--- src/rtl/spi_shift_engine.sv ---
// Full-duplex SPI master shift engine paced by leading/trailing strobes from a clock generator.
// Optional `SPI_LOOPBACK_EN adds i_loopback, which routes o_mosi back into the RX sampler.
module spi_shift_engine #(
  parameter  int DATA_W    = 8,
  parameter  int MAX_WORDS = 8,
  localparam int WC_W      = $clog2(MAX_WORDS),
  localparam int BC_W      = $clog2(DATA_W)
) (
  input  logic              i_clk,
  input  logic              i_rst,
  input  logic              i_tx_vd,
  input  logic [DATA_W-1:0] i_tx_parallel,
  input  logic [WC_W-1:0]   i_num_words,
  input  logic              i_cpha,
  input  logic              i_lsb_first,
  input  logic              i_leading_edge,
  input  logic              i_trailing_edge,
  input  logic              i_miso,
`ifdef SPI_LOOPBACK_EN
  input  logic              i_loopback,
`endif
  output logic              o_mosi,
  output logic              o_tx_ready,
  output logic [DATA_W-1:0] o_rx_parallel,
  output logic              o_rx_vd,
  output logic              o_underrun,
  output logic              o_busy,
  output logic              o_done
);

  typedef enum logic {IDLE, SHIFT} state_t;

  state_t            state_q, state_d;
  logic [DATA_W-1:0] tx_sr_q, tx_sr_d;
  logic [DATA_W-1:0] rx_sr_q, rx_sr_d;
  logic [DATA_W-1:0] hold_q, hold_d;
  logic              hold_vld_q, hold_vld_d;
  logic [BC_W-1:0]   bit_cnt_q, bit_cnt_d;
  logic [WC_W-1:0]   word_cnt_q, word_cnt_d;
  logic [WC_W-1:0]   num_q, num_d;
  logic              cpha_q, cpha_d;
  logic              lsb_q, lsb_d;
  logic              fin_q, fin_d;
  logic              mosi_q, mosi_d;
  logic [DATA_W-1:0] rx_par_q, rx_par_d;
  logic              rx_vd_q, rx_vd_d;
  logic              underrun_q, underrun_d;
  logic              done_q, done_d;

  logic              trail_eff, in_shift, samp_edge, drv_edge;
  logic              word_done, last_word, more_left, samp_bit;
  logic              tx_first, in_first;
  logic [DATA_W-1:0] tx_shifted, in_shifted, rx_next;

  // A trailing strobe coinciding with a leading one is a protocol error and is dropped.
  assign trail_eff = i_trailing_edge & ~i_leading_edge;
  assign in_shift  = (state_q == SHIFT);
  assign samp_edge = in_shift & ~fin_q & (cpha_q ? trail_eff : i_leading_edge);
  assign drv_edge  = in_shift & ~fin_q & (cpha_q ? i_leading_edge : trail_eff);
  assign word_done = samp_edge & (bit_cnt_q == BC_W'(DATA_W - 1));
  assign last_word = (word_cnt_q == num_q);

  assign tx_first   = lsb_q ? tx_sr_q[0] : tx_sr_q[DATA_W-1];
  assign tx_shifted = lsb_q ? {1'b0, tx_sr_q[DATA_W-1:1]} : {tx_sr_q[DATA_W-2:0], 1'b0};
  assign in_first   = i_lsb_first ? i_tx_parallel[0] : i_tx_parallel[DATA_W-1];
  assign in_shifted = i_lsb_first ? {1'b0, i_tx_parallel[DATA_W-1:1]}
                                  : {i_tx_parallel[DATA_W-2:0], 1'b0};
  assign rx_next    = lsb_q ? {samp_bit, rx_sr_q[DATA_W-1:1]} : {rx_sr_q[DATA_W-2:0], samp_bit};

`ifdef SPI_LOOPBACK_EN
  logic lb_q;
  always_ff @(posedge i_clk or negedge i_rst) begin
    if (!i_rst)                          lb_q <= 1'b0;
    else if (state_q == IDLE && i_tx_vd) lb_q <= i_loopback;
  end
  assign samp_bit = lb_q ? mosi_q : i_miso;
`else
  assign samp_bit = i_miso;
`endif

  // A word boundary happening this cycle already claims the next slot (buffer or zero fill).
  assign more_left = (word_done && !last_word)
                   ? (({1'b0, word_cnt_q} + (WC_W+1)'(1)) < {1'b0, num_q})
                   : (word_cnt_q < num_q);
  assign o_tx_ready = (state_q == IDLE) | (in_shift & ~hold_vld_q & ~fin_q & more_left);

  always_comb begin
    state_d    = state_q;
    tx_sr_d    = tx_sr_q;
    rx_sr_d    = rx_sr_q;
    hold_d     = hold_q;
    hold_vld_d = hold_vld_q;
    bit_cnt_d  = bit_cnt_q;
    word_cnt_d = word_cnt_q;
    num_d      = num_q;
    cpha_d     = cpha_q;
    lsb_d      = lsb_q;
    fin_d      = fin_q;
    mosi_d     = mosi_q;
    rx_par_d   = rx_par_q;
    rx_vd_d    = 1'b0;
    underrun_d = 1'b0;
    done_d     = 1'b0;
    case (state_q)
      IDLE: begin
        if (i_tx_vd) begin
          state_d    = SHIFT;
          num_d      = i_num_words;
          cpha_d     = i_cpha;
          lsb_d      = i_lsb_first;
          bit_cnt_d  = '0;
          word_cnt_d = '0;
          hold_vld_d = 1'b0;
          fin_d      = 1'b0;
          rx_sr_d    = '0;
          // CPHA=0 presents the first bit immediately; the register keeps the unsent rest.
          mosi_d     = i_cpha ? 1'b0 : in_first;
          tx_sr_d    = i_cpha ? i_tx_parallel : in_shifted;
        end
      end
      SHIFT: begin
        if (drv_edge) begin
          mosi_d  = tx_first;
          tx_sr_d = tx_shifted;
        end
        if (samp_edge) begin
          rx_sr_d   = rx_next;
          bit_cnt_d = bit_cnt_q + BC_W'(1);
          if (word_done) begin
            bit_cnt_d = '0;
            rx_par_d  = rx_next;
            rx_vd_d   = 1'b1;
            if (!last_word) begin
              word_cnt_d = word_cnt_q + WC_W'(1);
              hold_vld_d = 1'b0;
              tx_sr_d    = hold_vld_q ? hold_q : '0;
              underrun_d = ~hold_vld_q;
            end else if (cpha_q) begin
              state_d = IDLE;
              done_d  = 1'b1;
              mosi_d  = 1'b0;
            end else begin
              fin_d = 1'b1;
            end
          end
        end
        if (fin_q && trail_eff) begin
          state_d = IDLE;
          fin_d   = 1'b0;
          done_d  = 1'b1;
          mosi_d  = 1'b0;
        end
        if (i_tx_vd && o_tx_ready) begin
          hold_d     = i_tx_parallel;
          hold_vld_d = 1'b1;
        end
      end
      default: state_d = IDLE;
    endcase
  end

  always_ff @(posedge i_clk or negedge i_rst) begin
    if (!i_rst) begin
      state_q    <= IDLE;
      tx_sr_q    <= '0;
      rx_sr_q    <= '0;
      hold_q     <= '0;
      hold_vld_q <= 1'b0;
      bit_cnt_q  <= '0;
      word_cnt_q <= '0;
      num_q      <= '0;
      cpha_q     <= 1'b0;
      lsb_q      <= 1'b0;
      fin_q      <= 1'b0;
      mosi_q     <= 1'b0;
      rx_par_q   <= '0;
      rx_vd_q    <= 1'b0;
      underrun_q <= 1'b0;
      done_q     <= 1'b0;
    end else begin
      state_q    <= state_d;
      tx_sr_q    <= tx_sr_d;
      rx_sr_q    <= rx_sr_d;
      hold_q     <= hold_d;
      hold_vld_q <= hold_vld_d;
      bit_cnt_q  <= bit_cnt_d;
      word_cnt_q <= word_cnt_d;
      num_q      <= num_d;
      cpha_q     <= cpha_d;
      lsb_q      <= lsb_d;
      fin_q      <= fin_d;
      mosi_q     <= mosi_d;
      rx_par_q   <= rx_par_d;
      rx_vd_q    <= rx_vd_d;
      underrun_q <= underrun_d;
      done_q     <= done_d;
    end
  end

  assign o_mosi        = mosi_q;
  assign o_rx_parallel = rx_par_q;
  assign o_rx_vd       = rx_vd_q;
  assign o_underrun    = underrun_q;
  assign o_busy        = (state_q == SHIFT);
  assign o_done        = done_q;

endmodule

--- config.mk ---
export PLATFORM = sky130hd
export DESIGN_NAME = spi_shift_engine
export DESIGN_NICKNAME = d
export VERILOG_FILES = /design/src/rtl/spi_shift_engine.sv
export SDC_FILE = /design/constraint.sdc
export NUM_CORES = 1
export LEC_CHECK = 0
export CORE_AREA = 2 2 91 93
export CTS_BUF_LIST = sky130_fd_sc_hd__clkbuf_2
export DETAILED_ROUTE_END_ITERATION = 8
export DIE_AREA = 0 0 93 95
export PLACE_DENSITY_LB_ADDON = 0.08
export SETUP_SLACK_MARGIN = 0.05
export SLEW_MARGIN = 20
export SYNTH_ARGS = -nofsm -noshare
export SYNTH_HDL_FRONTEND = slang
export SYNTH_SLANG_ARGS = --single-unit
--- constraint.sdc ---
create_clock -name i_clk -period 3.3 [get_ports i_clk]
set_input_delay 0.66 -clock i_clk [delete_from_list [all_inputs] [get_ports i_clk]]
set_output_delay 0.66 -clock i_clk [all_outputs]
set_load 0.05 [all_outputs]
==> metrics.cfg <==
[timing]
period_share_pct = 102
finalMaxSlewViolations = 0
hold_viol = 0
worst_pin_slew_ns = 0.859
fmaxAchievable_ghz = 0.297
rsz0062_at_grt = yes
finalWorstSetupSlack_ns = -0.0619
min_period_ns = 3.36
fin_tns_setup_ns = -0.0619
finalSetupViolCount = 1
slew-limit-headroom_pct = 42.7
fin_worst_skew_ns = 0.0264

[finish]
diodes = 0
drive_gt1_share_pct = 17.3
multi_input_area_sq_um = 1400
final_nets = 339
fillers = 821
layout.area.seq_sq_um = 1250
syn_to_final_growth_pct = 23.8
final_area_sq_um = 3330
fin_cells = 417

[global_route]
grt_max_degree = 28
grt-ovfl-total = 0
track_usage_pct = 15.4
grt_pass1_wl_mm = 10.7
grt_pass1_vias = 2087
antenna_found_initial = 0

[logic_synthesis]
async_reset_ff_share_pct = 100
yosysTopAreaCellShare_pct = 46.5
yosysSeqAreaShare_pct = 46.5
yosysMostFrequentCell = dfrtp_1
syn-cell-area_sq_um = 2690
ys_seq_elements = 50
synth_edf_count = 0
synth_top_cell_by_area = dfrtp_1
synth_top_cells_by_area = dfrtp_1 46%, mux2i_1 10%, mux2_2 5.9%, o21ai_0 5.6%, ha_1 4.2%
ys.flop_type = dfrtp_1
synth_fp_nets = 297
syn_inst = 269
synth_cell_type_count = 31
ys_top_cells_by_count = 50 x dfrtp_1, 30 x o21ai_0, 28 x mux2i_1, 28 x nand2_1, 21 x nor2_1
ys_warn_count = 0
syn_area_per_cell_sq_um = 10.0

[routing]
vias = 2101
routed_wl_mm = 6.20
drtAntennaViolNets = 0
drtIter0Drc = 87
wl_per_cell_um = 14.9
drc = 0
drt_pass1_iterations = 4
post_drt_via_cell_ratio = 5.04

[setup_path]
crit_chain = ha_4 -> xor2_2 -> ha_2 -> a31o_2 -> or4b_4 -> a211o_1 -> nand2_2 -> buf_12
crit_required_ns = 2.64
endpoint_kind = output pin
crit_path_start_kind = register
cpMaxStageDelayCell = or4b_4
max_stage_delay_ns = 0.51
critPathKind = reg2out
cp.arrival_ns = 2.70
critPathMaxFanout = 3

[floorplan]
coreArea_sq_um = 7930
dieArea_sq_um = 8840
initial_utilization_pct = 33.9
die_h_um = 95
die_w_um = 93
num_io_pins = 33
rows = 33

[power_and_ir_drop]
peakVddDrop_mv = 0.323
powerDensity_nw_per_um2 = 853
power_leakage_uw = 0.00151
finalPower_uw = 2840

[place]
dp.cells = 404
gp_congestion = 0.748
place_hpwl_mm = 4.33
place_ws_ns = 0.0488
numPortBuffers = 32
place_area_sq_um = 3180

[cts]
cts.sinks = 50
cts_made_buffers = 5
clk_path_buf_depth = 2
ctsHtreeMaxLevel = 2
cts.clk_slew.worst_paths_ns = 0.29
clk_latency_ns = 0.46
cts_hold_buf = 0
clockRootBuffer = clkbuf_2
cts_tree = built

[status]
status = complete, but fails checks
violations = setup timing

[flow_run]
drv_cap = 0

[min_path]
min_path_type = in2async

==> path summary, 6_finish.rpt <==
kind	cells past startpoint	startpoint	endpoint	slack, ns
min in group i_clk	2	o_rx_parallel[1]	o_rx_parallel[1]	0.52
hold reg to reg	2	o_rx_parallel[1]	o_rx_parallel[1]	0.52
max in group asynchronous	2	i_rst	o_busy	2.39
hold / removal	1	i_rst	o_rx_parallel[0]	0.13
setup reg to reg	8	word_cnt_q[0]	hold_q[7]	0.65
setup / recovery	8	word_cnt_q[0]	o_tx_ready	-0.06
==> kinds of logic after synthesis <==
group	share of synthesized area [%]
mux	16.3
buf+inv	2.84
compound gates	15.2
simple gates	14.7
flops	46.5
xor+xnor	0.325
fa+ha+maj	4.18
==> power breakdown <==
part	internal (uW)	switching (uW)
sequential	860	233
combinational	653	742
clock	133	221
==> cell type report <==
| class | count | area share (%) |
|---|---|---|
| multi-input combinational | 199 | 41.9 |
| sequential | 50 | 37.6 |
| timing repair buffer | 49 | 13.6 |
| tap | 105 | 3.94 |
| clock inverter | 3 | 1.47 |
| clock buffer | 5 | 0.751 |
| inverter | 6 | 0.676 |
==> worst max-delay path: cells and delay by family (launching register included) <==
kind            cells  cell delay [ns]
fa+ha+maj           2             0.36
buf+inv             1             0.13
flops               1             0.49
compound gates      2             0.49
xor+xnor            1             0.18
simple gates        2             0.61
==> placed cells by master (no fill, tap or decap), types with 2 or more instances in the layout <==
cell type	Yosys	final
mux2i_1	28	28
dfrtp_2	0	2
o31ai_1	2	2
nand2b_1	7	7
dfrtp_1	50	48
nand2_2	0	2
nor2_1	21	21
mux2_2	14	14
o21ai_1	1	2
nor3b_1	2	2
a211o_1	10	10
clkdlybuf4s50_1	0	30
buf_4	0	17
o211ai_1	2	2
nand3b_1	3	3
clkbuf_2	0	5
a21oi_1	4	4
nand3_1	18	17
a21o_1	2	2
a211oi_1	7	7
nand2_1	28	26
o21ai_0	30	29
ha_1	9	7
nor2b_1	2	2
inv_1	6	6
==> stage by stage <==
| step | util [%] | hold WS, ns |
|---|---|---|
| floorplan | - | 0.364 |
| global placement | 40.2 | 0.466 |
| detailed placement | 40.2 | 0.471 |
| CTS | 42.0 | 0.124 |
| global route | 42.0 | 0.129 |
| finish | 42.0 | 0.131 |
==> metal layers <==
layer | share of wire, % | track usage (%) | vias up
li1 | - | - | 1046
met1 | 49 | 20.6 | 1021
met2 | 47 | 25.6 | 28
met3 | 2.8 | 2.87 | 6
met4 | 1.1 | 4.41 | 0
met5 | 0 | 0 | -
==> state kept, by name, summed over array words and instances (netlist names) <==
name,cells
o_rx_parallel,8
o_busy,1
o_done,1
num_q,3
cpha_q,1
tx_sr_q,8
hold_vld_q,1
o_mosi,1
word_cnt_q,3
o_underrun,1
o_rx_vd,1
hold_q,8
fin_q,1
lsb_q,1
bit_cnt_q,3
rx_sr_q,8
==> timing repair <==
action | in CTS | in global routing
pin swaps | 4 | 3
setup endpoints to repair | 1 | 1
setup buffers | 5 | 0
resized for setup | 8 | 2
No activity file was read; power rests on OpenSTA's default activity.
